$ cat src/rtl/mem_access_unit_pkg.sv
// lc3b_types: shared LC-3b types for the MEM-stage data-memory sequencer.
//   lc3b_opcode / op_* : 4-bit instruction opcodes
//   lc3b_word          : 16-bit datapath word
//   lc3b_mem_wmask     : byte enables, [1] high byte, [0] low byte
//   mem_state_t        : sequencer states IDLE, ACC, IND, DONE
package lc3b_types;

  typedef logic [3:0]  lc3b_opcode;
  typedef logic [15:0] lc3b_word;
  typedef logic [1:0]  lc3b_mem_wmask;

  localparam lc3b_opcode op_br   = 4'b0000;
  localparam lc3b_opcode op_add  = 4'b0001;
  localparam lc3b_opcode op_ldb  = 4'b0010;
  localparam lc3b_opcode op_stb  = 4'b0011;
  localparam lc3b_opcode op_jsr  = 4'b0100;
  localparam lc3b_opcode op_and  = 4'b0101;
  localparam lc3b_opcode op_ldw  = 4'b0110;
  localparam lc3b_opcode op_stw  = 4'b0111;
  localparam lc3b_opcode op_rti  = 4'b1000;
  localparam lc3b_opcode op_not  = 4'b1001;
  localparam lc3b_opcode op_ldi  = 4'b1010;
  localparam lc3b_opcode op_sti  = 4'b1011;
  localparam lc3b_opcode op_jmp  = 4'b1100;
  localparam lc3b_opcode op_shf  = 4'b1101;
  localparam lc3b_opcode op_lea  = 4'b1110;
  localparam lc3b_opcode op_trap = 4'b1111;

  typedef enum logic [1:0] {
    IDLE = 2'd0,
    ACC  = 2'd1,
    IND  = 2'd2,
    DONE = 2'd3
  } mem_state_t;

  // Opcodes that need a data-memory access.
  function automatic logic is_mem_op(input lc3b_opcode op);
    case (op)
      op_ldw, op_ldb, op_ldi, op_stw, op_stb, op_sti, op_trap: return 1'b1;
      default: return 1'b0;
    endcase
  endfunction

  // Opcodes whose first (and only) access is a write.
  function automatic logic is_direct_store(input lc3b_opcode op);
    case (op)
      op_stw, op_stb: return 1'b1;
      default: return 1'b0;
    endcase
  endfunction

  // Opcodes that fetch a pointer first, then access through it.
  function automatic logic is_indirect_op(input lc3b_opcode op);
    case (op)
      op_ldi, op_sti: return 1'b1;
      default: return 1'b0;
    endcase
  endfunction

endpackage

$ cat src/rtl/mem_access_unit_if.sv
// mem_access_unit_if: data-memory port between the MEM-stage sequencer
// (master) and the data memory (slave).
//   dmem_read/dmem_write : one-hot request strobes
//   dmem_address         : word-aligned address
//   dmem_wdata/wmask     : write data and byte enables
//   dmem_resp/dmem_rdata : completion strobe and read data
interface mem_access_unit_if;
  import lc3b_types::*;

  logic          dmem_read;
  logic          dmem_write;
  lc3b_word      dmem_address;
  lc3b_word      dmem_wdata;
  lc3b_mem_wmask dmem_wmask;
  logic          dmem_resp;
  lc3b_word      dmem_rdata;

  modport master (
    output dmem_read, dmem_write, dmem_address, dmem_wdata, dmem_wmask,
    input  dmem_resp, dmem_rdata
  );

  modport slave (
    input  dmem_read, dmem_write, dmem_address, dmem_wdata, dmem_wmask,
    output dmem_resp, dmem_rdata
  );
endinterface

$ cat src/rtl/mem_access_unit_byte_align.sv
// mem_byte_align: combinational byte steering for the MEM stage.
//   st_opcode/st_a0/st_data -> wdata/wmask : store lane replication and enables
//   ld_a0/rdata             -> ld_byte     : LDB byte select and extension
module mem_byte_align
  import lc3b_types::*;
#(
  parameter bit LDB_SEXT = 1'b1
) (
  input  lc3b_opcode    st_opcode,
  input  logic          st_a0,
  input  lc3b_word      st_data,
  output lc3b_word      wdata,
  output lc3b_mem_wmask wmask,
  input  logic          ld_a0,
  input  lc3b_word      rdata,
  output lc3b_word      ld_byte
);

  logic [7:0] sel_byte_s;

  // Store steering: STB replicates the low byte onto both lanes and enables one.
  always_comb begin
    if (st_opcode == op_stb) begin
      wdata = {st_data[7:0], st_data[7:0]};
      wmask = st_a0 ? 2'b10 : 2'b01;
    end else begin
      wdata = st_data;
      wmask = 2'b11;
    end
  end

  // Load extraction: pick the addressed byte and extend it to a word.
  always_comb begin
    sel_byte_s = ld_a0 ? rdata[15:8] : rdata[7:0];
    if (LDB_SEXT) begin
      ld_byte = {{8{sel_byte_s[7]}}, sel_byte_s};
    end else begin
      ld_byte = {8'h00, sel_byte_s};
    end
  end

endmodule

$ cat src/rtl/mem_access_unit.sv
// mem_access_unit: MEM-stage data-memory sequencer of the LC-3b pipeline.
// Runs LDW/LDB/LDI/STW/STB/STI/TRAP accesses on the dmem port and stalls the
// pipeline until they finish; other instructions pass with no added latency.
//   clk, rst_n          : clock, async active-low reset
//   req_valid, opcode   : MEM-stage instruction
//   addr, st_data       : effective address / trap vector address, store data
//   hold                : downstream stall, keeps the DONE state
//   dmem                : data-memory master port
//   mem_data            : load/TRAP result toward MEM/WB
//   stall               : freeze IF..MEM
module mem_access_unit
  import lc3b_types::*;
#(
  parameter bit LDB_SEXT = 1'b1
) (
  input  logic              clk,
  input  logic              rst_n,
  input  logic              req_valid,
  input  lc3b_opcode        opcode,
  input  lc3b_word          addr,
  input  lc3b_word          st_data,
  input  logic              hold,
  mem_access_unit_if.master dmem,
  output lc3b_word          mem_data,
  output logic              stall
);

  mem_state_t    state_q, state_d;
  lc3b_word      addr_q, addr_d;
  lc3b_word      st_data_q, st_data_d;
  lc3b_opcode    opcode_q, opcode_d;
  logic          read_q, read_d;
  logic          write_q, write_d;
  lc3b_word      address_q, address_d;
  lc3b_word      wdata_q, wdata_d;
  lc3b_mem_wmask wmask_q, wmask_d;
  lc3b_word      mem_data_q, mem_data_d;

  logic          is_mem_s;
  lc3b_word      al_wdata_s;
  lc3b_mem_wmask al_wmask_s;
  lc3b_word      ld_byte_s;

  assign is_mem_s = req_valid & is_mem_op(opcode);

  // Store steering looks at the incoming instruction because the request
  // registers are loaded on the IDLE->ACC edge; load extraction uses the
  // latched address bit.
  mem_byte_align #(.LDB_SEXT(LDB_SEXT)) u_align (
    .st_opcode (opcode),
    .st_a0     (addr[0]),
    .st_data   (st_data),
    .wdata     (al_wdata_s),
    .wmask     (al_wmask_s),
    .ld_a0     (addr_q[0]),
    .rdata     (dmem.dmem_rdata),
    .ld_byte   (ld_byte_s)
  );

  // Next-state and next-output computation for the access sequencer.
  always_comb begin
    state_d    = state_q;
    addr_d     = addr_q;
    st_data_d  = st_data_q;
    opcode_d   = opcode_q;
    read_d     = read_q;
    write_d    = write_q;
    address_d  = address_q;
    wdata_d    = wdata_q;
    wmask_d    = wmask_q;
    mem_data_d = mem_data_q;
    case (state_q)
      IDLE: begin
        if (is_mem_s) begin
          state_d   = ACC;
          addr_d    = addr;
          st_data_d = st_data;
          opcode_d  = opcode;
          read_d    = ~is_direct_store(opcode);
          write_d   = is_direct_store(opcode);
          address_d = {addr[15:1], 1'b0};
          wdata_d   = is_direct_store(opcode) ? al_wdata_s : 16'h0000;
          wmask_d   = al_wmask_s;
        end else begin
          read_d  = 1'b0;
          write_d = 1'b0;
        end
      end
      ACC: begin
        if (dmem.dmem_resp) begin
          if (is_indirect_op(opcode_q)) begin
            // The read data is the pointer; the request stays up with the
            // new address and the memory sees it as a fresh access.
            state_d   = IND;
            read_d    = (opcode_q == op_ldi);
            write_d   = (opcode_q == op_sti);
            address_d = {dmem.dmem_rdata[15:1], 1'b0};
            wdata_d   = (opcode_q == op_sti) ? st_data_q : 16'h0000;
            wmask_d   = 2'b11;
          end else begin
            state_d = DONE;
            read_d  = 1'b0;
            write_d = 1'b0;
            case (opcode_q)
              op_ldb:          mem_data_d = ld_byte_s;
              op_ldw, op_trap: mem_data_d = dmem.dmem_rdata;
              default:         mem_data_d = mem_data_q;
            endcase
          end
        end else begin
          address_d = {addr_q[15:1], 1'b0};
        end
      end
      IND: begin
        if (dmem.dmem_resp) begin
          state_d = DONE;
          read_d  = 1'b0;
          write_d = 1'b0;
          if (opcode_q == op_ldi) begin
            mem_data_d = dmem.dmem_rdata;
          end else begin
            mem_data_d = mem_data_q;
          end
        end else begin
          state_d = IND;
        end
      end
      DONE: begin
        if (hold) begin
          state_d = DONE;
        end else begin
          state_d = IDLE;
        end
      end
      default: begin
        state_d = IDLE;
        read_d  = 1'b0;
        write_d = 1'b0;
      end
    endcase
  end

  // Stall: a new memory instruction stalls combinationally in IDLE so the
  // pipeline cannot run past it; reset forces it low immediately.
  always_comb begin
    if (!rst_n) begin
      stall = 1'b0;
    end else begin
      case (state_q)
        IDLE:     stall = is_mem_s;
        ACC, IND: stall = 1'b1;
        DONE:     stall = 1'b0;
        default:  stall = 1'b0;
      endcase
    end
  end

  // Sequencer state and registered outputs.
  always_ff @(posedge clk or negedge rst_n) begin
    if (!rst_n) begin
      state_q    <= IDLE;
      addr_q     <= 16'h0000;
      st_data_q  <= 16'h0000;
      opcode_q   <= 4'h0;
      read_q     <= 1'b0;
      write_q    <= 1'b0;
      address_q  <= 16'h0000;
      wdata_q    <= 16'h0000;
      wmask_q    <= 2'b00;
      mem_data_q <= 16'h0000;
    end else begin
      state_q    <= state_d;
      addr_q     <= addr_d;
      st_data_q  <= st_data_d;
      opcode_q   <= opcode_d;
      read_q     <= read_d;
      write_q    <= write_d;
      address_q  <= address_d;
      wdata_q    <= wdata_d;
      wmask_q    <= wmask_d;
      mem_data_q <= mem_data_d;
    end
  end

  assign dmem.dmem_read    = read_q;
  assign dmem.dmem_write   = write_q;
  assign dmem.dmem_address = address_q;
  assign dmem.dmem_wdata   = wdata_q;
  assign dmem.dmem_wmask   = wmask_q;
  assign mem_data          = mem_data_q;

endmodule
$ cat src/flat_wrapper.sv
// flat-port wrapper written by rule: the top's interface ports become plain ports
module mem_access_unit_flat import lc3b_types::*;
#(
  parameter bit LDB_SEXT = 1'b1
)
  (clk, rst_n, req_valid, opcode, addr, st_data, hold, mem_data, stall, dmem_dmem_read, dmem_dmem_write, dmem_dmem_address, dmem_dmem_wdata, dmem_dmem_wmask, dmem_dmem_resp, dmem_dmem_rdata);
  mem_access_unit_if dmem_i ();
  input  logic clk;
  input  logic rst_n;
  input  logic req_valid;
  input  lc3b_opcode opcode;
  input  lc3b_word addr;
  input  lc3b_word st_data;
  input  logic hold;
  output lc3b_word mem_data;
  output logic stall;
  output wire logic [$bits(dmem_i.dmem_read)-1:0] dmem_dmem_read;
  output wire logic [$bits(dmem_i.dmem_write)-1:0] dmem_dmem_write;
  output wire logic [$bits(dmem_i.dmem_address)-1:0] dmem_dmem_address;
  output wire logic [$bits(dmem_i.dmem_wdata)-1:0] dmem_dmem_wdata;
  output wire logic [$bits(dmem_i.dmem_wmask)-1:0] dmem_dmem_wmask;
  input wire logic [$bits(dmem_i.dmem_resp)-1:0] dmem_dmem_resp;
  input wire logic [$bits(dmem_i.dmem_rdata)-1:0] dmem_dmem_rdata;
  assign dmem_dmem_read = dmem_i.dmem_read;
  assign dmem_dmem_write = dmem_i.dmem_write;
  assign dmem_dmem_address = dmem_i.dmem_address;
  assign dmem_dmem_wdata = dmem_i.dmem_wdata;
  assign dmem_dmem_wmask = dmem_i.dmem_wmask;
  assign dmem_i.dmem_resp = dmem_dmem_resp;
  assign dmem_i.dmem_rdata = dmem_dmem_rdata;
  mem_access_unit #(.LDB_SEXT(LDB_SEXT)) u_core (.clk(clk), .rst_n(rst_n), .req_valid(req_valid), .opcode(opcode), .addr(addr), .st_data(st_data), .hold(hold), .dmem(dmem_i), .mem_data(mem_data), .stall(stall));
endmodule
$ cat config.mk
export PLATFORM = sky130hd
export DESIGN_NAME = mem_access_unit_flat
export DESIGN_NICKNAME = d
export VERILOG_FILES = /design/src/rtl/mem_access_unit_pkg.sv /design/src/rtl/mem_access_unit_if.sv /design/src/rtl/mem_access_unit_byte_align.sv /design/src/rtl/mem_access_unit.sv /design/src/flat_wrapper.sv
export SDC_FILE = /design/constraint.sdc
export NUM_CORES = 1
export LEC_CHECK = 0
export BUFFER_PORTS_ARGS = -buffer_cell sky130_fd_sc_hd__buf_2
export CORE_MARGIN = 2
export CORE_UTILIZATION = 53
export CTS_CLUSTER_DIAMETER = 200
export DETAILED_ROUTE_END_ITERATION = 16
export PLACE_DENSITY = 0.76
export SYNTH_ARGS = -nofsm -noshare
export SYNTH_HDL_FRONTEND = slang
export SYNTH_SLANG_ARGS = --single-unit
$ cat constraint.sdc
create_clock -name clk -period 2.7 [get_ports clk]
set_clock_uncertainty 0.2 [all_clocks]
set_input_delay 0.54 -clock clk [delete_from_list [all_inputs] [get_ports clk]]
set_output_delay 0.54 -clock clk [all_outputs]
set_load 0.03 [all_outputs]
==> results.cfg, run 1 <==
[status]
status = complete, no violations

[power_and_ir_drop]
pwr-share-clk = 0.169
p_int_mw = 3.92
pwr-share-comb = 0.475
p_per_area_mw_per_mm2 = 1240
p_seq_frac = 0.356
switching_power_mw = 2.66
p_leak_nw = 2.64
ir_worst_vdd_mv = 0.545
p_sw_frac = 0.405

[synth]
netlist_top_cells_area = dfrtp_1, mux2_2, mux2i_1
synth_most_common_cell = dfrtp_1
async_reset_ff_frac = 1.00
ys_ff_latch = 89
synth_nets = 406
yosys_warnings = 0
synth_seq_area_share = 0.507
ys_types = 44
avgSynthCellArea_um2 = 12.7
synth-main-ff-cell = dfrtp_1
synth_top_cells_by_count = dfrtp_1, mux2_2, mux2i_1
postSynthCellCount = 345
synth_top_area_share = 0.507
syn_area_mm2 = 0.00439
synth_area_leader_cell = dfrtp_1
synth_edf_count = 0

[drt]
wire_per_inst_um = 17.0
drc = 0
num_vias = 3125
first_iter_violations = 126
antenna_left = 0
wl_um = 9690
drtPass1Iterations = 5
viasPerCell = 5.49

[placed_design]
dpl.cell_count = 551
place_area_mm2 = 0.00504
place_hpwl_um = 6900
place.gp.congestion = 0.793
port-buffer-count = 108

[setup_path]
crit_arrival_ns = 1.80
rr_worst_depth = 6
worst_r2r_endpoint = u_core.mem_data[5]$_DFFE_PN0P_
rr_startpoint = u_core.state_q[1]$_DFFE_PN0P_
required_ns = 1.96
reg2reg_slack_ns = 0.22
crit_path_end_kind = primary output
path_class = reg -> out
path_max_fanout = 6
critPathLaunchType = flop

[clock_tree]
cts_hold_buf = 0
cts_tree = done
cts_sinks = 89
h-tree-depth = 3
numCtsBuffers = 9
clock_path_buffers = 2
path_clk_slew_ns = 0.09
insertion_delay_ns = 0.35
cts_root_buf = clkbuf_8

[sta]
fmax_mhz = 394
rsz0062_at_grt = false
finalSetupViolCount = 0
hold_violations = 0
slew_headroom = 0.473
finalMaxSlewViolations = 0
fin_crit_ns = 2.54
setup_tns_ns = 0
fin_crit_sh = 0.939
worst_pin_slew_ns = 0.789

[die]
coreArea_mm2 = 0.00813
num_io_pins = 110
die_x_um = 95.1
initial_core_util = 0.540
die-height_um = 95.1
rows = 33
dieArea_mm2 = 0.00904

[run]
maxCapViolCount = 0

[grt]
grt_use_total = 0.222
antenna_found_initial = 0
grt_max_degree = 51
grt_pass1_wl_um = 15200
overflow = 0
first_global_vias = 3079

[cells_and_area]
fin_cells = 569
final_area_mm2 = 0.00531
drive_above_1_share = 0.453
fillers = 650
final_util = 0.653
area_growth_pct = 20.9
nets = 520
antenna_cells = 0

[min_path]
hold_class = in -> async
-- cell families (layout without fill, tap and decap cells) --
kind of cell | after synthesis | count (layout) | share of synthesized area
buffers and inverters | 34 | 153 | 0.0399
DFF | 89 | 89 | 0.507
muxes | 116 | 116 | 0.288
adders and majority gates | 4 | 4 | 0.0114
AOI/OAI and AO/OA | 59 | 59 | 0.0934
other | 1 | 1 | 0.000853
xor gates and xnor gates | 1 | 1 | 0.00370
and+or+nand+nor | 41 | 41 | 0.0555
-- area by class of cell --
class                           count  area [um^2]  area share
Inverter                           16         60.1      0.0113
Clock inverter                      4         98.8      0.0186
Clock buffer                       12          145      0.0273
Multi-Input combinational cell    222         2010       0.378
Sequential cell                    89         2230       0.419
Timing Repair Buffer              121          641       0.121
Tap cell                          105          131      0.0247
-- layer usage --
layer  global-route usage  share of wire  vias up
met1                0.314           0.46     1571
met5                    0              0        -
met2                0.348           0.48       66
li1                     -              -     1478
met4               0.0882          0.015        0
met3               0.0332          0.037       10
-- repair_timing --
item                                    4_1_cts  5_1_grt
setup buffers                                 0        2
gates resized for setup                       0        3
endpoints found under the setup margin        0        1
-- worst max-delay path by stage --
stage          slack (ns)                     startpoint                               endpoint  cells after the start
4_1_cts              0.01  u_core.state_q[0]$_DFFE_PN0P_                                  stall                      5
3_5_place_dp         0.13                      opcode[0]  u_core.dmem.dmem_wdata[3]$_DFFE_PN0P_                      5
5_1_grt              0.05  u_core.state_q[1]$_DFFE_PN0P_         u_core.mem_data[5]$_DFFE_PN0P_                      6
6_report             0.16  u_core.state_q[0]$_DFFE_PN0P_                                  stall                      5
3_3_place_gp         0.15                      opcode[0]  u_core.dmem.dmem_wdata[1]$_DFFE_PN0P_                      5
2_1_floorplan        0.30                      opcode[2]                                  stall                      5
-- stage by stage --
step,power (mW),setup slack (ns),hold WS (ns)
5_1_grt,6.99,0.0544,0.0994
3_5_place_dp,5.46,0.126,0.281
6_report,6.58,0.163,0.0729
4_1_cts,6.59,0.0114,0.0770
2_1_floorplan,4.67,0.298,0.0444
3_3_place_gp,5.36,0.152,0.271
-- worst max-delay path, cell delays in order (launching register included) --
cell and delay [ns]:
dfrtp_1 0.44, inv_1 0.12, ha_2 0.24, nor3b_4 0.28, o21a_1 0.18, buf_2 0.20
-- power groups by stage --
stage | logic [mW] | registers, mW | clock network [mW]
2_1_floorplan | 1.67 | 3.00 | 0
3_3_place_gp | 3.03 | 2.33 | 0
3_5_place_dp | 3.10 | 2.36 | 0
4_1_cts | 3.11 | 2.34 | 1.13
5_1_grt | 3.39 | 2.41 | 1.18
6_report | 3.12 | 2.34 | 1.11
-- layout by cell type, fill, tap and decap left out, drive strengths merged --
cell type	count
a21oi	19
a221oi	1
a22o	8
a311oi	1
a31oi	1
a41oi	2
and2	1
and3b	2
buf	121
bufinv	3
clkbuf	12
conb	1
dfrtp	89
ha	4
inv	17
mux2	82
mux2i	34
nand2	7
nand3b	1
nand4	1
nand4b	1
nand4bb	1
nor2	18
nor2b	4
nor3b	1
nor4	1
nor4b	1
o211ai	2
o21a	2
o21ai	13
o22ai	1
o2bb2ai	8
o311ai	1
or2	1
or3	1
xor2	1
-- sequential cells by signal, summed over array words and instances (netlist names) --
name / cells
u_core.state_q: 2
u_core.st_data_q: 16
u_core.dmem.dmem_write: 1
u_core.dmem.dmem_wdata: 16
u_core.opcode_q: 4
u_core.mem_data: 16
u_core.dmem.dmem_wmask: 2
u_core.addr_q: 16
u_core.dmem.dmem_read: 1
u_core.dmem.dmem_address: 15
Power figures use the tool's default switching activity.
==> run 2, diff against run 1 <==
==> constraint.sdc (replaced) <==
create_clock -name clk -period 2.7 [get_ports clk]
set_clock_uncertainty 0.2 [all_clocks]
set_input_delay 0.135 -clock clk [delete_from_list [all_inputs] [get_ports clk]]
set_output_delay 0.135 -clock clk [all_outputs]
set_load 0.03 [all_outputs]
==> run 2 against run 1 <==
Net effect: design area rose by 8.4%; combinational power rose by 4%; setup slack got worse by 0.057 ns; register-to-register slack got worse by 0.11 ns; non-clock buffer count rose by 53; global-route usage rose by 2.2 points; final cell count rose by 9.3%; die area did not move; largest cell class unchanged.
==> results.cfg, run 2 (same netlist as run 1, synthesis figures left out) <==
[status]
status = complete, no violations

[cells_and_area]
layout_common_cells = buf_2, dfrtp_1, mux2_2, dlygate4sd3_1, mux2i_1
drive_above_1_share = 0.400
area_growth_pct = 31.1
final_common_cell = buf_2
nets = 573
fin_cells = 622
antenna_cells = 0

[placed_design]
port-buffer-count = 108
dpl.cell_count = 550
place.gp.congestion = 0.776
place_ws_ns = 0.275
place_hpwl_um = 6670

[setup_path]
critPathLaunchType = flop
rr_worst_depth = 7
cp-endpoint = u_core.mem_data[4]$_DFFE_PN0P_
cp_slowest_cell = dlygate4sd3_1
worst_r2r_endpoint = u_core.mem_data[4]$_DFFE_PN0P_
path_class = reg -> reg
crit_arrival_ns = 2.63
rr_startpoint = u_core.state_q[0]$_DFFE_PN0P_
crit_path_frequent_cell = inv_1
path_cells = inv_1, ha_1, inv_1, o211ai_4, mux2_1, dlygate4sd3_1, mux2_2
reg2reg_slack_ns = 0.11
cpPeakStageDelay_ns = 0.57
required_ns = 2.73
path_max_fanout = 7
crit_path_end_kind = flop
setup.worst_path.start = u_core.state_q[0]$_DFFE_PN0P_

[drt]
drtPass1Iterations = 6
drc = 0
wire_per_inst_um = 17.0
first_iter_violations = 204
wl_um = 10600
antenna_left = 0
viasPerCell = 5.38
num_vias = 3345

[grt]
overflow = 0
antenna_found_initial = 0
grt_max_degree = 35
first_global_vias = 3262
grt_use_total = 0.244
grt_pass1_wl_um = 16600

[clock_tree]
cts_sinks = 89
path_clk_slew_ns = 0.08
numCtsBuffers = 9
cts_tree = done
clock_path_buffers = 2
insertion_delay_ns = 0.35
cts_root_buf = clkbuf_8
cts_setup_buffers = 0
h-tree-depth = 3

[power_and_ir_drop]
ir_worst_vdd_mv = 0.535
p_per_area_mw_per_mm2 = 1110
p_leak_nw = 2.81

[die]
coreArea_mm2 = 0.00813
num_io_pins = 110
rows = 33
initial_core_util = 0.540
dieArea_mm2 = 0.00904
die-height_um = 95.1
die_x_um = 95.1

[sta]
fmax_mhz = 386
slew_headroom = 0.497
hold_violations = 0
worst_pin_slew_ns = 0.753
setup_tns_ns = 0
rsz0062_at_grt = false
fin_crit_sh = 0.961
fin_ws_ns = 0.106
fin_crit_ns = 2.59
finalSetupViolCount = 0
finalMaxSlewViolations = 0

[min_path]
hold_path_startpoint = dmem_dmem_rdata[11]
hold_class = in -> reg

[run]
maxCapViolCount = 0
[run 2: critical path: cells and delay by family (launching register included)]
kind | cells | cell delay [ns]
buf+inv | 3 | 0.84
mux | 2 | 0.61
flops | 1 | 0.42
fa+ha+maj | 1 | 0.25
compound gates | 1 | 0.16
[run 2: cell type report]
| class | instances | area, um^2 |
|---|---|---|
| flip-flops and latches | 89 | 2230 |
| well taps | 105 | 131 |
| clock buffers | 10 | 128 |
| clock inverters | 6 | 42.5 |
| multi-input cells | 222 | 1990 |
| repair buffers | 174 | 1180 |
| inverters | 16 | 60.1 |
| fillers | 572 | 2370 |
[run 2: power breakdown]
| group | leakage (nW) | switching (mW) | internal, mW |
|---|---|---|---|
| logic | 1.65 | 1.86 | 1.37 |
| registers | 1.08 | 0.383 | 1.97 |
| clock network | 0.0827 | 0.478 | 0.336 |
| total | 2.81 | 2.72 | 3.68 |
[run 2: worst min-delay path by stage]
stage                                              to  slack, ns  cells after the start
2_1_floorplan            u_core.addr_q[0]$_DFFE_PN0P_      -0.36                      0
3_3_place_gp   u_core.dmem.dmem_wdata[11]$_DFFE_PN0P_      -0.14                      1
3_5_place_dp   u_core.dmem.dmem_wdata[11]$_DFFE_PN0P_      -0.13                      1
4_1_cts               u_core.mem_data[11]$_DFFE_PN0P_      0.003                      3
5_1_grt               u_core.mem_data[11]$_DFFE_PN0P_       0.03                      3
6_report              u_core.mem_data[11]$_DFFE_PN0P_       0.02                      3
[run 2: stage by stage]
stage	power [mW]	area [um^2]	hold slack [ns]	util
after detailed placement	5.46	5030	-0.133	0.618
final	6.40	5760	0.0173	0.708
after global placement	5.38	5030	-0.141	0.618
after global routing	6.81	5760	0.0281	0.708
after CTS	6.38	5760	0.00252	0.708
after floorplan	4.67	4390	-0.361	-
[run 2: layer usage]
layer | part of all wire | global-route usage | vias up
li1 | - | - | 1575
met1 | 0.44 | 0.339 | 1637
met2 | 0.50 | 0.386 | 114
met3 | 0.050 | 0.0411 | 19
met4 | 0.016 | 0.0966 | 0
met5 | 0 | 0 | -
[run 2: repair_timing]
action,in CTS,in global routing
endpoints found under the hold margin,168,0
hold buffers,56,0
resized for setup,0,0
